$ cat src/rtl/output_buffer.sv
// output_buffer: elastic FIFO between the output arbiter and the downstream consumer
module output_buffer #(
    parameter int DATA_WIDTH = 8,
    parameter int SRC_WIDTH  = 3,
    parameter int DEPTH      = 4,
    parameter int ADDR_WIDTH = 2
) (
    input  logic                  clk,
    input  logic                  reset,
    input  logic                  req_in,
    output logic                  ack_in,
    input  logic [DATA_WIDTH-1:0] data_in,
    input  logic [SRC_WIDTH-1:0]  src_in,
    output logic                  req_out,
    input  logic                  ack_out,
    output logic [DATA_WIDTH-1:0] data_out,
    output logic [SRC_WIDTH-1:0]  src_out,
    output logic [ADDR_WIDTH:0]   count
);
    localparam int                  ENTRY_WIDTH = SRC_WIDTH + DATA_WIDTH;
    localparam logic [ADDR_WIDTH:0] full_count  = (ADDR_WIDTH + 1)'(DEPTH);
    localparam logic [ADDR_WIDTH:0] count_one   = (ADDR_WIDTH + 1)'(1);
    localparam logic [ADDR_WIDTH-1:0] ptr_one   = ADDR_WIDTH'(1);

    typedef enum logic {IDLE, ACK} state_t;

    state_t                 state, state_next;
    logic [ENTRY_WIDTH-1:0] mem [DEPTH];
    logic [ADDR_WIDTH-1:0]  wr_ptr, rd_ptr;
    logic                   push, pop;

    assign req_out             = (count != '0);
    assign pop                 = req_out && ack_out;
    assign {src_out, data_out} = mem[rd_ptr];

    // upstream handshake state register
    always_ff @(posedge clk) state <= !reset ? IDLE : state_next;

    // accept only from IDLE with space by registered count; ACK lasts one cycle and ignores req_in
    always_comb begin
        state_next = IDLE;
        push       = 1'b0;
        ack_in     = (state == ACK);
        if (state == IDLE && req_in && count < full_count) begin
            push       = 1'b1;
            state_next = ACK;
        end
    end

    // entry storage: source tag travels alongside its payload
    always_ff @(posedge clk) begin
        if (!reset) begin
            for (int i = 0; i < DEPTH; i++) mem[i] <= '0;
        end else if (push) begin
            mem[wr_ptr] <= {src_in, data_in};
        end
    end

    // pointers wrap naturally at DEPTH; occupancy tracks push/pop difference
    always_ff @(posedge clk) begin
        if (!reset) begin
            wr_ptr <= '0;
            rd_ptr <= '0;
            count  <= '0;
        end else begin
            if (push) wr_ptr <= wr_ptr + ptr_one;
            if (pop) rd_ptr <= rd_ptr + ptr_one;
            if (push && !pop) count <= count + count_one;
            else if (pop && !push) count <= count - count_one;
        end
    end
endmodule
$ cat config.mk
export PLATFORM = sky130hd
export DESIGN_NAME = output_buffer
export DESIGN_NICKNAME = d
export VERILOG_FILES = /design/src/rtl/output_buffer.sv
export SDC_FILE = /design/constraint.sdc
export NUM_CORES = 1
export LEC_CHECK = 0
export CORE_AREA = 2 2 91 58
export CTS_CLUSTER_DIAMETER = 40
export DETAILED_ROUTE_END_ITERATION = 8
export DIE_AREA = 0 0 93 60
export PLACE_DENSITY = 0.74
export SETUP_SLACK_MARGIN = 0.1
export SYNTH_ARGS = -nofsm -noshare
export SYNTH_HDL_FRONTEND = slang
export SYNTH_SLANG_ARGS = --single-unit
$ cat constraint.sdc
create_clock -name clk -period 4 [get_ports clk]
set_input_delay 0.6 -clock clk [delete_from_list [all_inputs] [get_ports clk]]
set_output_delay 0.6 -clock clk [all_outputs]
set_load 0.1 [all_outputs]
==> run_summary.xml, run 1 <==
<?xml version="1.0" encoding="UTF-8"?>
<metrics>
  <group name="timing">
    <metric name="hold_viol" unit="">0</metric>
    <metric name="fmax" unit="GHz">0.298</metric>
    <metric name="rsz0062_at_grt" unit="">no</metric>
    <metric name="report.final.setup_viol" unit="">0</metric>
    <metric name="setup_ws" unit="ns">0.644</metric>
    <metric name="final.min_clock_period" unit="ns">3.36</metric>
    <metric name="whs" unit="ns">0.595</metric>
    <metric name="worstMarginPinSlew" unit="ns">0.972</metric>
    <metric name="timing.clock.skew" unit="ns">0.00279</metric>
    <metric name="final-max-slew-violation-count" unit="">0</metric>
    <metric name="min_period_over_period" unit="%">83.9</metric>
    <metric name="final.setup.tns" unit="ns">0</metric>
    <metric name="max_slew_margin" unit="%">35.0</metric>
  </group>
  <group name="synth">
    <metric name="synth_cell_type_count" unit="">31</metric>
    <metric name="ys_warn_count" unit="">0</metric>
    <metric name="netlist_instances" unit="">153</metric>
    <metric name="post_synth.cell_area_avg" unit="um^2">15.6</metric>
    <metric name="synth_top_cell_area_share" unit="%">55.5</metric>
    <metric name="synthTopCellsByArea" unit="">edfxtp_1 (55%), and2_1 (13%), mux4_2 (10%)</metric>
    <metric name="synth.mux.area_fraction" unit="%">10.8</metric>
    <metric name="synth-seq-area-share" unit="%">63.9</metric>
    <metric name="synth_ff_type" unit="">edfxtp_1</metric>
    <metric name="synth_seq_cells" unit="">54</metric>
    <metric name="synth_compound_gate_area_share" unit="%">1.94</metric>
    <metric name="synthSimpleGateAreaFrac" unit="%">18.1</metric>
    <metric name="synthesized_nets" unit="">170</metric>
    <metric name="yosys.area_share.xor_xnor" unit="%">1.84</metric>
    <metric name="yosysTopAreaCell" unit="">edfxtp_1</metric>
    <metric name="adder_cell_fraction_of_synth_area" unit="%">1.37</metric>
    <metric name="async_reset_ff_share" unit="%">0</metric>
    <metric name="synthesis.area" unit="um^2">2380</metric>
    <metric name="combinational_family_with_the_most_area_after_synthesis" unit="">simple AND/OR/NAND/NOR gates</metric>
    <metric name="synth_enable_flop_cells" unit="">44</metric>
  </group>
  <group name="worst_setup_path">
    <metric name="required" unit="ns">3.40</metric>
    <metric name="rr_endpoint" unit="">count[2]</metric>
    <metric name="timing.critical_path.to" unit="">data_out[7]</metric>
    <metric name="critPathMaxFanout" unit="">11</metric>
    <metric name="worst-endpoint-arrival" unit="ns">2.76</metric>
    <metric name="r2r.worst_path.cells" unit="">7</metric>
    <metric name="worst_r2r_start" unit="">count[2]</metric>
    <metric name="kind_of_critical_path" unit="">register to output pin</metric>
    <metric name="setup.worst_path.start_class" unit="">register</metric>
    <metric name="timing.critical_path.to_type" unit="">output pin</metric>
    <metric name="worst-r2r-setup-slack" unit="ns">1.77</metric>
  </group>
  <group name="cts">
    <metric name="cts_hold_buffers" unit="">0</metric>
    <metric name="cts-htree-levels" unit="">2</metric>
    <metric name="cts.root.buffer_cell" unit="">clkbuf_8</metric>
    <metric name="tritoncts.num_buffers" unit="">5</metric>
    <metric name="clock_sinks" unit="">54</metric>
    <metric name="cts.reportedPaths.clkPinSlew" unit="ns">0.09</metric>
    <metric name="post_cts_resize_count" unit="">0</metric>
    <metric name="tritoncts" unit="">yes</metric>
    <metric name="worst_skew_pair.late_latency" unit="ns">0.31</metric>
    <metric name="ctsLongestPathBuffers" unit="">2</metric>
    <metric name="cts_setup_buffers" unit="">0</metric>
  </group>
  <group name="layout">
    <metric name="final_common_cell" unit="">and2_1</metric>
    <metric name="final_net_count" unit="">203</metric>
    <metric name="area.growth.synth_to_final" unit="%">20.1</metric>
    <metric name="fin_area" unit="um^2">2860</metric>
    <metric name="post_route_cells_drive_above_1_share" unit="%">13.9</metric>
    <metric name="antenna_cells_inserted" unit="">0</metric>
    <metric name="commonest_non_fill_non_tap_cells_in_the_layout" unit="">and2_1 (50), edfxtp_1 (44), clkdlybuf4s50_1 (30)</metric>
  </group>
  <group name="power_and_ir_drop">
    <metric name="switching_share" unit="%">42.8</metric>
    <metric name="power_density" unit="nW/um^2">693</metric>
    <metric name="power.share.combinational" unit="%">43.5</metric>
    <metric name="power.static_leakage" unit="nW">1.04</metric>
    <metric name="ir_drop" unit="uV">280</metric>
    <metric name="pwr-share-seq" unit="%">39.2</metric>
    <metric name="power_frac_clock" unit="%">17.3</metric>
    <metric name="power.switching" unit="mW">0.849</metric>
    <metric name="p_int" unit="mW">1.13</metric>
  </group>
  <group name="run_status">
    <metric name="outcome" unit="">finished clean</metric>
  </group>
  <group name="grt">
    <metric name="grt_overflow" unit="">0</metric>
    <metric name="grt.total_usage" unit="%">17.1</metric>
    <metric name="grt_antenna_before_repair" unit="">0</metric>
    <metric name="grt_pass1_vias" unit="">1305</metric>
    <metric name="grt_first_pass_wirelength" unit="mm">6.71</metric>
    <metric name="grt_max_degree" unit="">16</metric>
  </group>
  <group name="placement">
    <metric name="gp_routability_congestion" unit="">0.712</metric>
    <metric name="postPlaceCellArea" unit="um^2">2750</metric>
    <metric name="buffer_ports.inserted" unit="">30</metric>
    <metric name="dpl.hpwl" unit="mm">2.82</metric>
    <metric name="placement_setup_slack" unit="ns">0.972</metric>
  </group>
  <group name="flow_run">
    <metric name="max_cap_viol_count" unit="">0</metric>
  </group>
  <group name="route">
    <metric name="dr_total_vias" unit="">1354</metric>
    <metric name="drcViolationCount" unit="">0</metric>
    <metric name="drt_iter0_markers" unit="">90</metric>
    <metric name="detail-route-antenna-nets" unit="">0</metric>
    <metric name="routed_via_density" unit="">5.35</metric>
    <metric name="wirelength" unit="mm">4.28</metric>
    <metric name="drt-wirelength-per-cell" unit="um">16.9</metric>
    <metric name="detailedRoute.firstPassIterationCount" unit="">4</metric>
  </group>
  <group name="floorplan">
    <metric name="die_w" unit="um">93</metric>
    <metric name="core_area" unit="um^2">4800</metric>
    <metric name="io-pin-count" unit="">31</metric>
    <metric name="core.rowCount" unit="">20</metric>
    <metric name="initial_core_util" unit="%">49.6</metric>
    <metric name="die_ht" unit="um">60</metric>
    <metric name="fp.dieArea" unit="um^2">5580</metric>
  </group>
  <group name="worst_hold_path">
    <metric name="hold_path.class" unit="">register to register</metric>
  </group>
</metrics>
[stage by stage]
step / total power, mW / utilization (%) / instances
finish: 1.98 / 59.5 / 253
global route: 2.06 / 59.5 / 253
CTS: 2.00 / 59.5 / 253
detailed placement: 1.65 / 57.2 / 245
global placement: 1.64 / 57.2 / 245
floorplan: 1.47 / - / 153
[worst min-delay path by stage]
| stage | start | end | slack, ns | depth (start not counted) |
|---|---|---|---|---|
| finish | wr_ptr[0] | wr_ptr[1] | 0.59 | 2 |
| global route | wr_ptr[0] | wr_ptr[1] | 0.63 | 2 |
| CTS | wr_ptr[0] | wr_ptr[1] | 0.60 | 2 |
| detailed placement | wr_ptr[0] | wr_ptr[1] | 0.57 | 2 |
| global placement | wr_ptr[0] | wr_ptr[1] | 0.56 | 2 |
| floorplan | wr_ptr[0] | wr_ptr[1] | 0.53 | 2 |
[cells in the mapped netlist (2+ instances only)]
| cell | instances |
|---|---|
| clkbuf_1 | 3 |
| buf_2 | 2 |
| xor2_1 | 2 |
| mux4_2 | 11 |
| dfxtp_1 | 10 |
| xnor2_1 | 3 |
| edfxtp_1 | 44 |
| o21ai_0 | 2 |
| or3_1 | 2 |
| nand3b_1 | 2 |
| and2_1 | 50 |
| nand2_1 | 3 |
[registers in the layout, summed over array words and instances, names as in the netlist, named ones only]
name / count
count: 3
wr_ptr: 2
rd_ptr: 2
ack_in: 1
mem: 44
[cell families after synthesis]
logic type	count (synthesis)
and+or+nand+nor	65
AOI/OAI and AO/OA	6
DFF	54
xor gates and xnor gates	5
muxes	12
adders and majority gates	2
buffers and inverters	9
[layout make-up]
type,instances,area (um^2)
Multi-Input combinational cell,90,811
Clock buffer,8,110
Fill cell,377,1950
Inverter,1,3.75
Timing Repair Buffer,34,330
Tap cell,66,82.6
Sequential cell,54,1520
[layer usage]
layer,up-vias,track usage [%],wire length (um)
li1,621,-,-
met1,692,22.0,2000
met2,33,27.7,2030
met3,8,4.92,183
met4,0,7.56,72
met5,-,0,0
[power groups by stage]
stage	Clock [mW]	Combinational [mW]	Sequential (mW)
2_1_floorplan	0	0.650	0.817
3_3_place_gp	0	0.854	0.785
3_5_place_dp	0	0.863	0.792
4_1_cts	0.352	0.865	0.779
5_1_grt	0.376	0.889	0.793
6_report	0.343	0.861	0.778
[critical path, stage by stage, from the launching register on]
cell             delay, ns
dfxtp_1               0.85
mux4_2                0.61
clkdlybuf4s50_1       0.98
(Power assumes the default switching activity.)
==> run 2, diff against run 1 <==
--- a/config.mk
+++ b/config.mk
@@ -5,10 +5,10 @@
 export SDC_FILE = /design/constraint.sdc
 export NUM_CORES = 1
 export LEC_CHECK = 0
-export CORE_AREA = 2 2 91 58
+export CORE_AREA = 2 2 93 59
 export CTS_CLUSTER_DIAMETER = 40
 export DETAILED_ROUTE_END_ITERATION = 8
-export DIE_AREA = 0 0 93 60
+export DIE_AREA = 0 0 95 61
 export PLACE_DENSITY = 0.74
 export SETUP_SLACK_MARGIN = 0.1
 export SYNTH_ARGS = -nofsm -noshare
==> constraint.sdc (replaced) <==
create_clock -name clk -period 3 [get_ports clk]
set_input_delay 0.45 -clock clk [delete_from_list [all_inputs] [get_ports clk]]
set_output_delay 0.45 -clock clk [all_outputs]
set_load 0.1 [all_outputs]
==> run_summary.xml, run 2 (synthesized netlist as in run 1, its figures left out) <==
<?xml version="1.0" encoding="UTF-8"?>
<metrics>
  <group name="run_status">
    <metric name="outcome" unit="">finished clean</metric>
  </group>
  <group name="route">
    <metric name="met2_wirelength" unit="mm">2.20</metric>
    <metric name="detailroute.wirelength.met3" unit="um">338</metric>
    <metric name="routed_via_density" unit="">5.24</metric>
    <metric name="detailedRoute.firstPassIterationCount" unit="">4</metric>
    <metric name="drt_iter0_markers" unit="">90</metric>
    <metric name="top_layer" unit="">met4</metric>
    <metric name="wirelength" unit="mm">4.65</metric>
    <metric name="drcViolationCount" unit="">0</metric>
    <metric name="routedLengthMet1" unit="mm">2.08</metric>
    <metric name="dr_total_vias" unit="">1342</metric>
    <metric name="drt-wirelength-per-cell" unit="um">18.1</metric>
    <metric name="detail-route-antenna-nets" unit="">0</metric>
  </group>
  <group name="floorplan">
    <metric name="io-pin-count" unit="">31</metric>
    <metric name="die_w" unit="um">95</metric>
    <metric name="fp.dieArea" unit="um^2">5800</metric>
    <metric name="initial_core_util" unit="%">48.3</metric>
    <metric name="core_area" unit="um^2">4930</metric>
    <metric name="die_ht" unit="um">61</metric>
    <metric name="core.rowCount" unit="">20</metric>
  </group>
  <group name="layout">
    <metric name="commonest_non_fill_non_tap_cells_in_the_layout" unit="">and2_1 (50), edfxtp_1 (44), buf_4 (23)</metric>
    <metric name="final_common_cell" unit="">and2_1</metric>
    <metric name="post_route_cells_drive_above_1_share" unit="%">23.7</metric>
    <metric name="fin_area" unit="um^2">2820</metric>
    <metric name="largestRegisters" unit="">mem (44), count (3)</metric>
    <metric name="final.fill_count" unit="">379</metric>
    <metric name="final_core_util" unit="%">57.2</metric>
    <metric name="largest_register_ff_count" unit="">44</metric>
    <metric name="antenna_cells_inserted" unit="">0</metric>
    <metric name="final_net_count" unit="">206</metric>
    <metric name="area.growth.synth_to_final" unit="%">18.5</metric>
    <metric name="final_cell_count_no_fill" unit="">256</metric>
    <metric name="regMostFlops" unit="">mem</metric>
  </group>
  <group name="worst_hold_path">
    <metric name="hold_path.class" unit="">register to register</metric>
  </group>
  <group name="cts">
    <metric name="cts_setup_buffers" unit="">0</metric>
    <metric name="tritoncts" unit="">yes</metric>
    <metric name="cts_hold_buffers" unit="">0</metric>
    <metric name="clock_sinks" unit="">54</metric>
    <metric name="worst_skew_pair.late_latency" unit="ns">0.30</metric>
    <metric name="post_cts_resize_count" unit="">0</metric>
    <metric name="ctsLongestPathBuffers" unit="">2</metric>
    <metric name="cts-htree-levels" unit="">2</metric>
    <metric name="cts.root.buffer_cell" unit="">clkbuf_8</metric>
    <metric name="cts.reportedPaths.clkPinSlew" unit="ns">0.09</metric>
    <metric name="tritoncts.num_buffers" unit="">5</metric>
  </group>
  <group name="placement">
    <metric name="dpl.hpwl" unit="mm">3.07</metric>
    <metric name="postPlaceCellArea" unit="um^2">2730</metric>
    <metric name="buffer_ports.inserted" unit="">30</metric>
    <metric name="gp_routability_congestion" unit="">0.778</metric>
    <metric name="place_inst" unit="">248</metric>
    <metric name="placement_setup_slack" unit="ns">0.304</metric>
  </group>
  <group name="power_and_ir_drop">
    <metric name="pwr-share-seq" unit="%">38.7</metric>
    <metric name="power.total" unit="mW">2.58</metric>
    <metric name="power_density" unit="nW/um^2">915</metric>
    <metric name="power_frac_clock" unit="%">15.6</metric>
    <metric name="power.static_leakage" unit="nW">1.07</metric>
    <metric name="power.share.combinational" unit="%">45.8</metric>
    <metric name="p_int" unit="mW">1.42</metric>
    <metric name="switching_share" unit="%">44.9</metric>
    <metric name="power.switching" unit="mW">1.16</metric>
    <metric name="ir_drop" unit="uV">400</metric>
  </group>
  <group name="worst_setup_path">
    <metric name="setup.worst_path.start_class" unit="">input pin</metric>
    <metric name="timing.critical_path.cells" unit="">clkdlybuf4s50_1, nor3b_2, ha_1, inv_1, fa_1, xor2_1, or3_1, a21boi_0</metric>
    <metric name="critical_path.slowest_cell" unit="">clkdlybuf4s50_1</metric>
    <metric name="critical_path.max_stage_delay" unit="ns">0.49</metric>
    <metric name="required" unit="ns">3.23</metric>
    <metric name="kind_of_critical_path" unit="">input pin to register</metric>
    <metric name="critPathMaxFanout" unit="">5</metric>
    <metric name="worst-endpoint-arrival" unit="ns">2.62</metric>
    <metric name="timing.critical_path.to_type" unit="">register</metric>
  </group>
  <group name="grt">
    <metric name="grt.total_usage" unit="%">17.9</metric>
    <metric name="grt_max_degree" unit="">18</metric>
    <metric name="grt_overflow" unit="">0</metric>
    <metric name="grt_antenna_before_repair" unit="">0</metric>
    <metric name="grt_first_pass_wirelength" unit="mm">7.22</metric>
    <metric name="grt_pass1_vias" unit="">1378</metric>
  </group>
  <group name="timing">
    <metric name="setup_ws" unit="ns">0.609</metric>
    <metric name="min_period_over_period" unit="%">79.7</metric>
    <metric name="fmax" unit="GHz">0.418</metric>
    <metric name="worstMarginPinSlew" unit="ns">0.603</metric>
    <metric name="final.min_clock_period" unit="ns">2.39</metric>
    <metric name="whs" unit="ns">0.608</metric>
    <metric name="hold_viol" unit="">0</metric>
    <metric name="report.final.setup_viol" unit="">0</metric>
    <metric name="max_slew_margin" unit="%">59.7</metric>
    <metric name="final-max-slew-violation-count" unit="">0</metric>
    <metric name="timing.clock.skew" unit="ns">0.00477</metric>
    <metric name="rsz0062_at_grt" unit="">no</metric>
    <metric name="final.setup.tns" unit="ns">0</metric>
  </group>
  <group name="flow_run">
    <metric name="max_cap_viol_count" unit="">0</metric>
  </group>
</metrics>
[run 2: changes by cell type in the layout (fill, tap and decap cells not counted)]
cell	delta
clkinv_4	+1
clkbuf_8	-3
buf_4	+19
clkinvlp_4	+1
clkdlybuf4s50_1	-16
clkinv_2	+1
[run 2: final timing paths]
path              from         to  slack, ns  depth (start not counted)
max reg2reg   count[2]   count[2]       0.76                          7
max             req_in   count[2]       0.61                          8
min reg2reg  rd_ptr[1]  rd_ptr[1]       0.61                          2
min          rd_ptr[1]  rd_ptr[1]       0.61                          2
[run 2: critical path: cells and delay by family]
family / cells / cell delay, ns
and+or+nand+nor: 2 / 0.67
adders and majority gates: 2 / 0.62
buffers and inverters: 2 / 0.55
AOI/OAI and AO/OA: 1 / 0.17
xor gates and xnor gates: 1 / 0.15
[run 2: routing by layer]
metal / up-vias / GRT usage [%]
met4: 0 / 4.35
met5: - / 0
met3: 3 / 5.22
met2: 43 / 28.5
li1: 626 / -
met1: 670 / 24.7
[run 2: cell type report]
| class | count | area [um^2] | share of cell area (%) |
|---|---|---|---|
| Tap cell | 66 | 82.6 | 2.93 |
| Clock buffer | 5 | 68.8 | 2.44 |
| Multi-Input combinational cell | 90 | 811 | 28.7 |
| Sequential cell | 54 | 1520 | 53.9 |
| Clock inverter | 3 | 21.3 | 0.754 |
| Inverter | 1 | 3.75 | 0.133 |
| Timing Repair Buffer | 37 | 313 | 11.1 |
[run 2: power by group through the flow]
stage	Combinational, mW	Clock (mW)	Sequential (mW)
finish	1.18	0.402	0.998
global route	1.23	0.448	1.01
CTS	1.19	0.417	0.999
detailed placement	1.19	0	1.01
global placement	1.17	0	1.01
floorplan	0.866	0	1.09
